<file path="src/rtl/uart_tx_buffered_pkg.sv">
// Shared UART definitions for the transmit and receive paths.
// Holds the default line timing, the serializer frame states and the ASCII
// host command bytes that both directions use.
package uart_tx_buffered_pkg;

  localparam int unsigned DEF_CLK_FREQ = 100_000_000;
  localparam int unsigned DEF_BAUD     = 9600;

  // Frame phases of the serializer
  typedef enum logic [1:0] {
    S_IDLE  = 2'd0,
    S_START = 2'd1,
    S_DATA  = 2'd2,
    S_STOP  = 2'd3
  } tx_state_e;

  // Host command bytes ("M", "T", "R")
  localparam logic [7:0] CMD_MEASURE = 8'h4D;
  localparam logic [7:0] CMD_TEMP    = 8'h54;
  localparam logic [7:0] CMD_RESET   = 8'h52;

  // Integer clocks per bit; no fractional-rate correction
  function automatic int unsigned clks_per_bit(input int unsigned clk_freq,
                                               input int unsigned baud);
    return clk_freq / baud;
  endfunction

endpackage

</file>
<file path="src/rtl/uart_tx_buffered_fifo.sv">
// Synchronous byte FIFO in front of the UART serializer.
// Ports:
//   clk, rst        clock, synchronous active-high reset (discards contents)
//   push, push_data write strobe and byte; ignored while full
//   pop, pop_data   read strobe and head byte (combinational head)
//   full, empty     registered, derived from the next occupancy
//   count           registered occupancy 0..DEPTH
//   overflow        one-cycle pulse after a rejected push
module uart_tx_fifo #(
  parameter int unsigned DEPTH_LOG2 = 4
) (
  input  logic                  clk,
  input  logic                  rst,
  input  logic                  push,
  input  logic [7:0]            push_data,
  input  logic                  pop,
  output logic [7:0]            pop_data,
  output logic                  full,
  output logic                  empty,
  output logic [DEPTH_LOG2:0]   count,
  output logic                  overflow
);

  localparam int unsigned DEPTH = 2 ** DEPTH_LOG2;

  logic [7:0]            mem [DEPTH];
  logic [DEPTH_LOG2-1:0] wptr;
  logic [DEPTH_LOG2-1:0] rptr;
  logic                  do_push;
  logic                  do_pop;
  logic [DEPTH_LOG2:0]   count_nxt;

  assign do_push  = push && !full;
  assign do_pop   = pop && !empty;
  assign pop_data = mem[rptr];

  always_comb begin
    count_nxt = count;
    case ({do_push, do_pop})
      2'b10:   count_nxt = count + 1'b1;
      2'b01:   count_nxt = count - 1'b1;
      default: count_nxt = count;
    endcase
  end

  always_ff @(posedge clk) begin
    if (rst) begin
      wptr     <= '0;
      rptr     <= '0;
      count    <= '0;
      full     <= 1'b0;
      empty    <= 1'b1;
      overflow <= 1'b0;
    end else begin
      if (do_push) wptr <= wptr + 1'b1;
      if (do_pop)  rptr <= rptr + 1'b1;
      count    <= count_nxt;
      full     <= (count_nxt == (DEPTH_LOG2+1)'(DEPTH));
      empty    <= (count_nxt == '0);
      // A push against a full FIFO is dropped even if a pop frees a slot now
      overflow <= push && full;
    end
  end

  always_ff @(posedge clk) begin
    if (do_push) mem[wptr] <= push_data;
  end

endmodule

</file>
<file path="src/rtl/uart_tx_buffered.sv">
// Buffered UART transmitter: 8N1, LSB first, FIFO-fed serializer.
// Ports:
//   clk, rst   clock, synchronous active-high reset (aborts any frame)
//   push       enqueue push_data (one byte per cycle)
//   push_data  byte to enqueue
//   full/empty/count/overflow  FIFO status (count excludes the shifter byte)
//   tx_busy    high while a frame is on the line
//   tx         registered serial output, idle high
module uart_tx_buffered
  import uart_tx_buffered_pkg::*;
#(
  parameter int unsigned CLK_FREQ   = DEF_CLK_FREQ,
  parameter int unsigned BAUD       = DEF_BAUD,
  parameter int unsigned DEPTH_LOG2 = 4
) (
  input  logic                clk,
  input  logic                rst,
  input  logic                push,
  input  logic [7:0]          push_data,
  output logic                full,
  output logic                empty,
  output logic [DEPTH_LOG2:0] count,
  output logic                overflow,
  output logic                tx_busy,
  output logic                tx
);

  localparam int unsigned CLKS_PER_BIT = clks_per_bit(CLK_FREQ, BAUD);
  localparam int unsigned BAUD_W = (CLKS_PER_BIT > 1) ? $clog2(CLKS_PER_BIT) : 1;
  localparam logic [BAUD_W-1:0] BAUD_LAST = BAUD_W'(CLKS_PER_BIT - 1);

  tx_state_e         state, state_nxt;
  logic [BAUD_W-1:0] baud_cnt, baud_nxt;
  logic [2:0]        bit_idx, bit_idx_nxt;
  logic [7:0]        shifter, shifter_nxt;
  logic              tx_nxt, busy_nxt;
  logic              fifo_pop;
  logic [7:0]        fifo_data;
  logic              bit_end;

  uart_tx_fifo #(.DEPTH_LOG2(DEPTH_LOG2)) u_fifo (
    .clk       (clk),
    .rst       (rst),
    .push      (push),
    .push_data (push_data),
    .pop       (fifo_pop),
    .pop_data  (fifo_data),
    .full      (full),
    .empty     (empty),
    .count     (count),
    .overflow  (overflow)
  );

  assign bit_end = (baud_cnt == BAUD_LAST);

  always_ff @(posedge clk) begin
    if (rst) begin
      state    <= S_IDLE;
      baud_cnt <= '0;
      bit_idx  <= '0;
      shifter  <= '0;
      tx       <= 1'b1;
      tx_busy  <= 1'b0;
    end else begin
      state    <= state_nxt;
      baud_cnt <= baud_nxt;
      bit_idx  <= bit_idx_nxt;
      shifter  <= shifter_nxt;
      tx       <= tx_nxt;
      tx_busy  <= busy_nxt;
    end
  end

  always_comb begin
    state_nxt = state;
    case (state)
      S_IDLE:  if (!empty) state_nxt = S_START;
      S_START: if (bit_end) state_nxt = S_DATA;
      S_DATA:  if (bit_end && bit_idx == 3'd7) state_nxt = S_STOP;
      S_STOP:  if (bit_end) state_nxt = empty ? S_IDLE : S_START;
      default: state_nxt = S_IDLE;
    endcase
  end

  // Next values of the registered line, busy flag and datapath
  always_comb begin
    fifo_pop    = 1'b0;
    baud_nxt    = baud_cnt + 1'b1;
    bit_idx_nxt = bit_idx;
    shifter_nxt = shifter;
    tx_nxt      = tx;
    busy_nxt    = tx_busy;
    case (state)
      S_IDLE: begin
        baud_nxt = '0;
        tx_nxt   = 1'b1;
        busy_nxt = 1'b0;
        if (!empty) begin
          fifo_pop    = 1'b1;
          shifter_nxt = fifo_data;
          tx_nxt      = 1'b0;
          busy_nxt    = 1'b1;
        end
      end
      S_START: begin
        if (bit_end) begin
          baud_nxt    = '0;
          bit_idx_nxt = '0;
          tx_nxt      = shifter[0];
        end
      end
      S_DATA: begin
        if (bit_end) begin
          baud_nxt = '0;
          if (bit_idx == 3'd7) begin
            tx_nxt = 1'b1;
          end else begin
            // Shift so the next bit to send is always at position 0/1
            bit_idx_nxt = bit_idx + 3'd1;
            shifter_nxt = shifter >> 1;
            tx_nxt      = shifter[1];
          end
        end
      end
      S_STOP: begin
        if (bit_end) begin
          baud_nxt = '0;
          if (!empty) begin
            // Chain straight into the next start bit, no idle gap
            fifo_pop    = 1'b1;
            shifter_nxt = fifo_data;
            tx_nxt      = 1'b0;
          end else begin
            tx_nxt   = 1'b1;
            busy_nxt = 1'b0;
          end
        end
      end
      default: begin
        baud_nxt = '0;
        tx_nxt   = 1'b1;
        busy_nxt = 1'b0;
      end
    endcase
  end

endmodule
</file>
<file path="config.mk">
export PLATFORM = sky130hd
export DESIGN_NAME = uart_tx_buffered
export DESIGN_NICKNAME = d
export VERILOG_FILES = /design/src/rtl/uart_tx_buffered_pkg.sv /design/src/rtl/uart_tx_buffered_fifo.sv /design/src/rtl/uart_tx_buffered.sv
export SDC_FILE = /design/constraint.sdc
export NUM_CORES = 1
export LEC_CHECK = 0
export CORE_UTILIZATION = 25
export CTS_CLUSTER_DIAMETER = 50
export DETAILED_ROUTE_END_ITERATION = 6
export GPL_ROUTABILITY_DRIVEN = 0
export PLACE_DENSITY = 0.4
export SETUP_SLACK_MARGIN = 0.05
export SLEW_MARGIN = 20
export SYNTH_ARGS = -nofsm -noshare
export SYNTH_HDL_FRONTEND = slang
export SYNTH_HIERARCHICAL = 1
export SYNTH_SLANG_ARGS = --single-unit
</file>
<file path="constraint.sdc">
create_clock -name clk -period 3.6 [get_ports clk]
set_clock_uncertainty 0.15 [all_clocks]
set_input_delay 1.08 -clock clk [delete_from_list [all_inputs] [get_ports clk]]
set_output_delay 1.08 -clock clk [all_outputs]
set_load 0.01 [all_outputs]
</file>
Word level (Yosys, flattened, before mapping)
Memory sizes are Yosys's and may differ from the RTL's. A register that Yosys moved wholly into a read port is not among the register bits.
Cells that the tools add are included.
W data, S select, Z words.
Storage, ports and cells
  bits in registers: 45
  bits in latches: 0
  bits in writable memories: 128
  bits in read-only memories: 0
  bits of input ports: 11
  output and inout port bits: 10
  word-level logic and storage cells: 85
  memories: 1
Cells by class
  add/sub/neg operators: 6
  multiply operators: 0
  divide/modulo/power cells: 0
  order comparisons: 0
  equality and inequality tests: 15
  shift operators: 0
  mux-type cells: 34
  bitwise gates (word level): 0
  reductions and logical operators: 17
Memory list
  u_fifo.mem: depth 16, bits a word 8, read ports 1, clocked after Yosys merged registers in 1, wr ports 1, RTL line uart_tx_buffered_fifo.sv:26  | logic [7:0] mem [DEPTH];
Operators with widths (number)
  $mux W8: 4
  $pmux W14 S2: 1
  $pmux W8 S3: 1
  $add A14 B1 Y14 const B: 1
  $eq A14 B14 Y1 const B: 1
  $mux W14: 1
  $mux W1: 12
  $ne A2 B2 Y1 const B: 6
  $reduce_and A4 Y1: 3
  $pmux W5 S2: 1
  $mux W3: 3
  $add A4 B1 Y4 const B: 2
  $mux W2: 4
  $mux W4: 2
  $pmux W2 S4: 1
  $eq A2 B2 Y1 const B: 3
  $pmux W3 S2: 1
  $reduce_and A3 Y1: 2
  $add A5 B1 Y5 const B: 1
  $eq A5 B5 Y1 const B: 1
  $logic_not A5 Y1: 1
  $sub A5 B1 Y5 const B: 1
  $eq A2 B1 Y1 const B: 2
  $logic_and A1 B1 Y1: 4
  other kinds (10): 13

Depth between registers and ports, before layout
Gate-level depths: netlist of the first run.
  depth after elaboration: 7
  depth in mapped cells: 16
  depth with buffers taken out: 15

Hierarchy
The synthesis of the first run kept the hierarchy.
Modules (own cells, without submodules)
  uart_tx_fifo: instances 1, cells an instance 306, area an instance 5856.9 µm², seq. area each 4244.1 µm²
  uart_tx_buffered: instances 1, cells an instance 191, area an instance 1645.3 µm², seq. area each 580.6 µm²

Least setup slack after synthesis of the first run
OpenSTA, ideal clock, no wires.
  path type: reg2reg
  from: reg baud_cnt[0]
  to: reg u_fifo.empty
  library setup time: 116 ps
  data arrival time: 2960 ps
  required time: 3334 ps
  slack: 374 ps
  stages on the path, launching flop included: 16
  path buffers: 1
  clock period less this slack: 3226 ps
  cell sequence: dfxtp_1 > ha_1 > and4_4 > nand4_4 > clkbuf_1 > nor2_1 > o21a_1 > nand2b_1 > inv_2 > nand2_1 > xnor2_1 > ha_1 > or4_4 > a31oi_4 > xnor2_1 > a31o_2
On the way
  word-level cells in the longest chain between the ends: 7
  elaborated cells on any way between the ends: 8
  those cells by class: eq/ne: 3; mux: 3; reduce/logical: 2
RTL lines
  start: declaration: RTL line uart_tx_buffered.sv:33  | logic [BAUD_W-1:0] baud_cnt, baud_nxt;
  start signal: assignment: RTL line uart_tx_buffered.sv:66  | baud_cnt <= baud_nxt;
  $eq A14 B14 Y1 *: RTL line uart_tx_buffered.sv:54  | assign bit_end = (baud_cnt == BAUD_LAST);
  $mux W1 *: RTL line uart_tx_buffered.sv:126  | if (bit_end) begin
  $pmux W1 S2 *: RTL line uart_tx_buffered.sv:93  | case (state)
  named net fifo_pop: RTL line uart_tx_buffered.sv:37  | logic fifo_pop;
  $logic_and A1 B1 Y1 *: RTL line uart_tx_buffered_fifo.sv:34  | assign do_pop = pop && !empty;
  $eq A2 B1 Y1 or $eq A2 B2 Y1 (tied branches): RTL line uart_tx_buffered_fifo.sv:39  | case ({do_push, do_pop})
  $pmux W5 S2 *: RTL line uart_tx_buffered_fifo.sv:39
  $logic_not A5 Y1 *: RTL line uart_tx_buffered_fifo.sv:59  | empty <= (count_nxt == '0);
  end signal: assignment: RTL line uart_tx_buffered_fifo.sv:59
  end: declaration: RTL line uart_tx_buffered_fifo.sv:19  | output logic empty,
Mark *: on every way through the listed nets, which the timed path passes. The rest lies on a longest branch.
A chain may end at the register's enable or synchronous reset.

Worst setup path in the final report of the first run
  from: reg baud_cnt[1]
  to: reg u_fifo.full
On the way
  word-level cells in the longest chain between the ends: 7
  elaborated cells on any way between the ends: 8
  those cells by class: eq/ne: 4; mux: 3; reduce/logical: 1
RTL lines
  $eq A14 B14 Y1 *: RTL line uart_tx_buffered.sv:54
  $mux W1 *: RTL line uart_tx_buffered.sv:126
  $pmux W1 S2 *: RTL line uart_tx_buffered.sv:93
  named net fifo_pop: RTL line uart_tx_buffered.sv:37
  $logic_and A1 B1 Y1 *: RTL line uart_tx_buffered_fifo.sv:34
  $eq A2 B1 Y1 or $eq A2 B2 Y1 (tied branches): RTL line uart_tx_buffered_fifo.sv:39
  $pmux W5 S2 *: RTL line uart_tx_buffered_fifo.sv:39
  $eq A5 B5 Y1 *: RTL line uart_tx_buffered_fifo.sv:58  | full <= (count_nxt == (DEPTH_LOG2+1)'(DEPTH));
  end signal: assignment: RTL line uart_tx_buffered_fifo.sv:58
  end: declaration: RTL line uart_tx_buffered_fifo.sv:18  | output logic full,
Marked as above.

==> metrics.md, run 1 <==
| Metric | Value |
|---|---|
| Setup TNS | 0 ps |
| Mux contribution to synthesized area | 0.1333 |
| First-pass GRT wire length | ~24,000 um |
| Largest net degree at the start of global routing | 33 |
| Initial antenna violation count | 0 |
| Routed via count | between 4k and 5k |
| Final Util | 0.2999 |
| Synth top area share | 0.5123 |
| IO buf count | 20 |
| Row cnt | 63 |
| Psw | 1.515 mW |
| P&R area growth vs syn | 18.16% |
| Most frequent cells after synthesis | edfxtp_1 (128), nor2_1 (55), dfxtp_1 (49) |
| Dominant register cell in the synthesized netlist | edfxtp_1 |
| Starting Density | 0.2538 |
| Internal power | ~3.8 mW |
| Die area | 30,710 sq um |
| Post-DP Area | 8268 sq um |
| CP arrival | roughly 3500 ps |
| Fin area | just under 9000 sq um |
| Min cycle time layout | approximately 3300 ps |
| Status | completed |
| Layout cells sized above 1 | 0.2131 |
| Top cells by area, synth | edfxtp_1 (51%), dfxtp_1 (13%), mux4_2 (12%) |
| Remaining DRCs | 0 |
| Num ports | 21 |
| Most frequent cell after synthesis | edfxtp_1 |
| XOR/XNOR Fraction of Synth Area | 0.02685 |
| Clock-pin slew on the worst setup and hold paths | about 70 ps |
| Routed WL | 14,990 um |
| Hpwl dp | about 10,000 um |
| Die Y-Extent | roughly 180 um |
| Post CTS Setup Buffer Count | 0 |
| Share of power burned in registers | 0.453 |
| Combinational family with the most area after synthesis | multiplexers |
| Antenna cells | 0 |
| CP Class | flip-flop to flip-flop |
| Leading area contributor after synthesis | edfxtp_1 |
| DRT antenna net count | 0 |
| H-Tree Depth | 4 |
| Slew margin rel. | 0.4150 |
| Die width | ~180 um |
| Simple-gate area share of the yosys netlist | 0.08923 |
| Global route total overflow | 0 |
| All-Layer GR Usage | 0.1040 |
| Compound-Gate Fraction of Synth Area | 0.05153 |
| Startpoint types | flip-flop |
| Post-Synthesis Cells | slightly below 500 |
| Sw frac | 0.2856 |
| Cell Pwr Density | between 500 and 600 nW/um^2 |
| Mapped Area | roughly 7500 sq um |
| Clk sinks | between 150 and 200 |
| Post-CTS Hold Buffers | 0 |
| First-pass DRT Iterations | 4 |
| CTS tree | yes |
| Average wire per standard cell | around 16 um |
| Final Setup Violations | 0 |
| Leak | approximately 2.8 nW |
| Final hold violation count | 0 |
| Critical Path End Type | flip-flop |
| Non-filler instance count after layout | around 940 |
| Yosys reg bits | between 150 and 200 |
| TritonCTS Buffers | 17 |
| CP max FO | 5 |
| Slew Limit Fails | 0 |
| Syn avg cell area | around 15 sq um |
| Vias in the first global route | 4,260 |
| Worst-Margin Slew | between 800 and 900 ps |
| Power share of the clock group | 0.347 |
| Syn nets | 524 |
| Clock root cell | clkbuf_16 |
| Power share of the combinational group | 0.200 |
| RSZ-0062 raised after global routing | no |
| Total placed cells including tap cells | 907 |
| Req. time, crit path | ~3800 ps |
| Initial DRC count | 210 |
| Fillcell total | approximately 3k |
| Number of max-cap violations | 0 |
| Post-synth cell types | 62 |
| Post-cts resize count | 0 |
| Max VDD drop | about 0.34 mV |
| EDFF count, synth | around 130 |
| Synth Warn # | 6 |
| Fmax | between 300 and 400 MHz |
| Register area share after synthesis | 0.6431 |
| Drt via density | roughly 4.4 |
| Final Cycle Share | 0.9171 |
| Final #Nets | around 560 |
| Clock buffer depth | 2 |
| Core area | between 20,000 and 30,000 sq um |
| Async SR Flop Fraction | 0 |
| HP Class | flip-flop to flip-flop |
| Synth Area in Adders | 0.02668 |
| Worst skew pair latency | approximately 430 ps |
## per-layer routing
layer  wire length (um)  up-vias  GRT usage
li1                   -     1972          -
met4                161        0    0.03478
met5                  0        -          0
met3                376       13    0.02698
met2               7515       47     0.1734
met1               6934     2116     0.1303
## power by group through the flow
stage	combinational, mW	sequential (mW)	clock, mW
after floorplan	0.788	2.41	0
after global placement	1.06	2.45	0
after detailed placement	1.07	2.45	0
after CTS	1.08	2.40	1.91
after global routing	1.17	2.42	1.99
final	1.06	2.40	1.84
## sequential cells by signal, summed over array words and instances (netlist names), named ones only
signal	flops
state	2
u_fifo/mem	128
bit_idx	3
u_fifo/wptr	4
tx	1
u_fifo/count	5
u_fifo/overflow	1
u_fifo/rptr	4
shifter	8
u_fifo/full	1
u_fifo/empty	1
tx_busy	1
baud_cnt	14
## metrics by stage
| step | worst slack (ps) | hold slack [ps] | power (mW) |
|---|---|---|---|
| after global placement | -34.27 | 290.9 | 3.507 |
| after floorplan | 373.6 | 280.4 | 3.196 |
| after CTS | 208.8 | 309.4 | 5.388 |
| final | 298.6 | 303.2 | 5.306 |
| after global routing | 63.28 | 333.0 | 5.586 |
| after detailed placement | -95.01 | 297.5 | 3.517 |
## worst max-delay path, cell delays in order, from the launching register on
cell      delay, ps
dfxtp_1         370
ha_2            220
and4_4          260
nand4_4         110
nor2_1          140
o21a_1          140
nand2b_1        150
inv_2           100
nand2_1          80
xnor2_1         130
ha_1            310
nor3b_1         220
or3b_1          370
a22oi_1         230
nor4bb_1        220
## cell families after synthesis
family | after synthesis
xor+xnor | 23
fa+ha+maj | 16
mux | 49
compound gates | 53
flops | 177
simple gates | 130
buf+inv | 49
## path summary, 6_finish.rpt
kind	start	to	slack, ps	cells after the start
max	baud_cnt[1]$_SDFF_PP0_	u_fifo/full$_SDFF_PP0_	300	14
min	baud_cnt[0]$_SDFF_PP0_	baud_cnt[0]$_SDFF_PP0_	300	1
max reg2reg	baud_cnt[1]$_SDFF_PP0_	u_fifo/full$_SDFF_PP0_	300	14
min reg2reg	baud_cnt[0]$_SDFF_PP0_	baud_cnt[0]$_SDFF_PP0_	300	1
## layout make-up
class	instances	area, sq um	area share
well taps	390	488.0	0.05505
repair buffers	46	407.9	0.04601
clock buffers	17	425.4	0.04799
flip-flops and latches	177	4827	0.5445
multi-input cells	271	2460	0.2775
clock inverters	15	167.7	0.01891
inverters	23	88.84	0.01002
## placed cells by master (no fill, tap or decap), drive strengths merged, types with 2 or more instances in the layout
| cell type | n |
|---|---|
| nand3 | 9 |
| nor3b | 3 |
| xor2 | 11 |
| or4 | 2 |
| ha | 16 |
| edfxtp | 128 |
| a211o | 2 |
| dfxtp | 49 |
| nor2 | 55 |
| inv | 31 |
| a211oi | 16 |
| buf | 26 |
| nor4b | 2 |
| a21oi | 9 |
| and4 | 2 |
| a22oi | 2 |
| nor4 | 2 |
| a31oi | 2 |
| clkdlybuf4s50 | 20 |
| o211ai | 4 |
| and3 | 2 |
| mux2i | 2 |
| mux4 | 40 |
| xnor2 | 12 |
| nor3 | 8 |
| o21ai | 5 |
| clkinv | 6 |
| nand4 | 8 |
| nand2 | 19 |
| mux2 | 7 |
| nor2b | 2 |
| a21boi | 2 |
| clkbuf | 17 |
| nand2b | 8 |
(Power assumes the default switching activity.)
==> inputs of run 2 (changes only) <==
Clock period 3.6 ns to 3.55 ns, I/O delays scaled along.
==> metrics.md, run 2 (synthesized netlist as in run 1, its figures left out) <==
| Metric | Value |
|---|---|
| Final Cycle Share | 0.9356 |
| Antenna cells | 0 (unchanged) |
| CP arrival | 3510 ps (was 3490 ps) |
| Row cnt | 63 (unchanged) |
| Initial DRC count | 279 (was 210) |
| Status | completed (unchanged) |
| RSZ-0062 raised after global routing | no (unchanged) |
| DRT antenna net count | 0 (unchanged) |
| HP Class | flip-flop to flip-flop (unchanged) |
| Req. time, crit path | 3740 ps (was 3790 ps) |
| Global route total overflow | 0 (unchanged) |
| Clock-pin slew on the worst setup and hold paths | 70 ps (about the same) |
| Final Setup Violations | 0 (unchanged) |
| Clock root cell | clkbuf_16 (unchanged) |
| Leak | 2.809 nW (was 2.815 nW) |
| First-pass DRT Iterations | 4 (unchanged) |
| CTS tree | yes (unchanged) |
| Fmax | 301.1 MHz |
| Initial antenna violation count | 0 (unchanged) |
| Core area | 29,560 sq um (unchanged) |
| Clk sinks | 177 (unchanged) |
| Hold slack | 304.0 ps (was 303.2 ps) |
| Biggest regs | u_fifo/mem (128), baud_cnt (14), shifter (8) (unchanged) |
| Fillcell total | 2,932 (was 2,935) |
| Routed via count | 4,243 (was 4,148) |
| Hpwl dp | 10,500 um (was 10,410 um) |
| Startpoint types | input port (was flip-flop) |
| Starting Density | 0.2538 (unchanged) |
| Die width | 175.2 um (unchanged) |
| Num ports | 21 (unchanged) |
| Final hold violation count | 0 (unchanged) |
| Vias in the first global route | 4,421 (was 4,260) |
| Die Y-Extent | 175.2 um (unchanged) |
| Max reg flops | 128 (unchanged) |
| IO buf count | 20 (unchanged) |
| Worst skew pair latency | 430 ps (about the same) |
| Reg with most FFs | u_fifo/mem (unchanged) |
| Post-CTS Hold Buffers | 0 (unchanged) |
| TritonCTS Buffers | 17 (unchanged) |
| Largest net degree at the start of global routing | 33 (unchanged) |
| Commonest cells after routing, fill and taps aside | edfxtp_1 (128), nor2_1 (55), dfxtp_1 (47) (unchanged) |
| Final #Nets | 563 (unchanged) |
| Most common library cell in the layout ignoring fill and taps | edfxtp_1 (unchanged) |
| All-Layer GR Usage | 0.1102 (was 0.1040) |
| Cell Pwr Density | 602.8 nW/um^2 (was 598.5 nW/um^2) |
| Drt via density | 4.519 (was 4.417) |
| Remaining DRCs | 0 (unchanged) |
| Slew margin rel. | 0.4238 (was 0.4150) |
| Routed WL | 15,790 um (was 14,990 um) |
| Layout cells sized above 1 | 0.2222 (was 0.2131) |
| First-pass GRT wire length | 25,100 um (was 23,760 um) |
| P&R area growth vs syn | 18.10% (was 18.16%) |
| Worst-Margin Slew | 860.5 ps (was 873.7 ps) |
| Number of max-cap violations | 0 (unchanged) |
| CP max FO | 4 (was 5) |
| Average wire per standard cell | 16.82 um (was 15.96 um) |
| H-Tree Depth | 4 (unchanged) |
| Critical Path End Type | flip-flop (unchanged) |
| CP Class | input port to flip-flop (was flip-flop to flip-flop) |
| Max VDD drop | 0.3724 mV (was 0.3375 mV) |
| Die area | 30,710 sq um (unchanged) |
| Setup TNS | 0 ps (unchanged) |
| Final Util | 0.2997 (was 0.2999) |
| Min cycle time layout | roughly 3300 ps |
| Clock buffer depth | 2 (unchanged) |
| Slew Limit Fails | 0 (unchanged) |
run 2: report_power, final:
group | switching [mW] | internal (mW)
clock | 0.878 | 0.934
combinational | 0.585 | 0.522
sequential | 0.0972 | 2.33
total | 1.56 | 3.78
run 2: routing by layer:
layer	wire length, um	up-vias	track usage	share of wire
met5	0	-	0	0
met2	8074	65	0.1872	0.51
met4	194	0	0.04022	0.012
met3	426	11	0.02611	0.027
met1	7095	2194	0.1356	0.45
li1	-	1973	-	-
run 2: repair_timing:
| item | 4_1_cts | 5_1_grt |
|---|---|---|
| resized for setup | 0 | 6 |
| setup endpoints to repair | 1 | 2 |
| setup buffers | 1 | 0 |
run 2: cell type report:
type	instances	area, sq um	share of cell area
well taps	390	488.0	0.05508
clock buffers	18	429.2	0.04844
multi-input cells	271	2481	0.2800
flip-flops and latches	177	4827	0.5448
repair buffers	46	407.9	0.04604
inverters	23	88.84	0.01003
clock inverters	14	137.6	0.01553
run 2: critical path, cell delays in order:
cell	delay (ps)
clkdlybuf4s50_1	470
nor2b_1	290
inv_4	70
nand2_1	110
xnor2_1	140
ha_2	310
nor3b_1	230
or3b_1	390
a22oi_2	210
nor4bb_1	210
run 2: worst paths after layout:
kind,to,slack (ps),startpoint,cells past startpoint
worst max register to register,u_fifo/full$_SDFF_PP0_,250,baud_cnt[1]$_SDFF_PP0_,14
worst max-delay path,u_fifo/full$_SDFF_PP0_,230,push,10
worst min-delay path,u_fifo/overflow$_SDFF_PP0_,300,u_fifo/full$_SDFF_PP0_,2
worst min register to register,u_fifo/overflow$_SDFF_PP0_,300,u_fifo/full$_SDFF_PP0_,2
run 2: through the flow:
stage | cell area (sq um) | power (mW) | setup slack (ps) | cells
final | 8860 | 5.341 | 228.7 | 939
after global routing | 8860 | 5.609 | 93.94 | 939
after CTS | 8835 | 5.397 | 171.8 | 939
after detailed placement | 8260 | 3.560 | -164.8 | 906
after global placement | 8260 | 3.542 | -55.07 | 906
after floorplan | 7502 | 3.241 | 323.6 | 497
==> inputs of run 3 (changes only) <==
Settings changed: GPL_ROUTABILITY_DRIVEN 0 to not set.
==> results of run 3 <==
No change in the layout: final DEF, timing and power equal those of run 2.
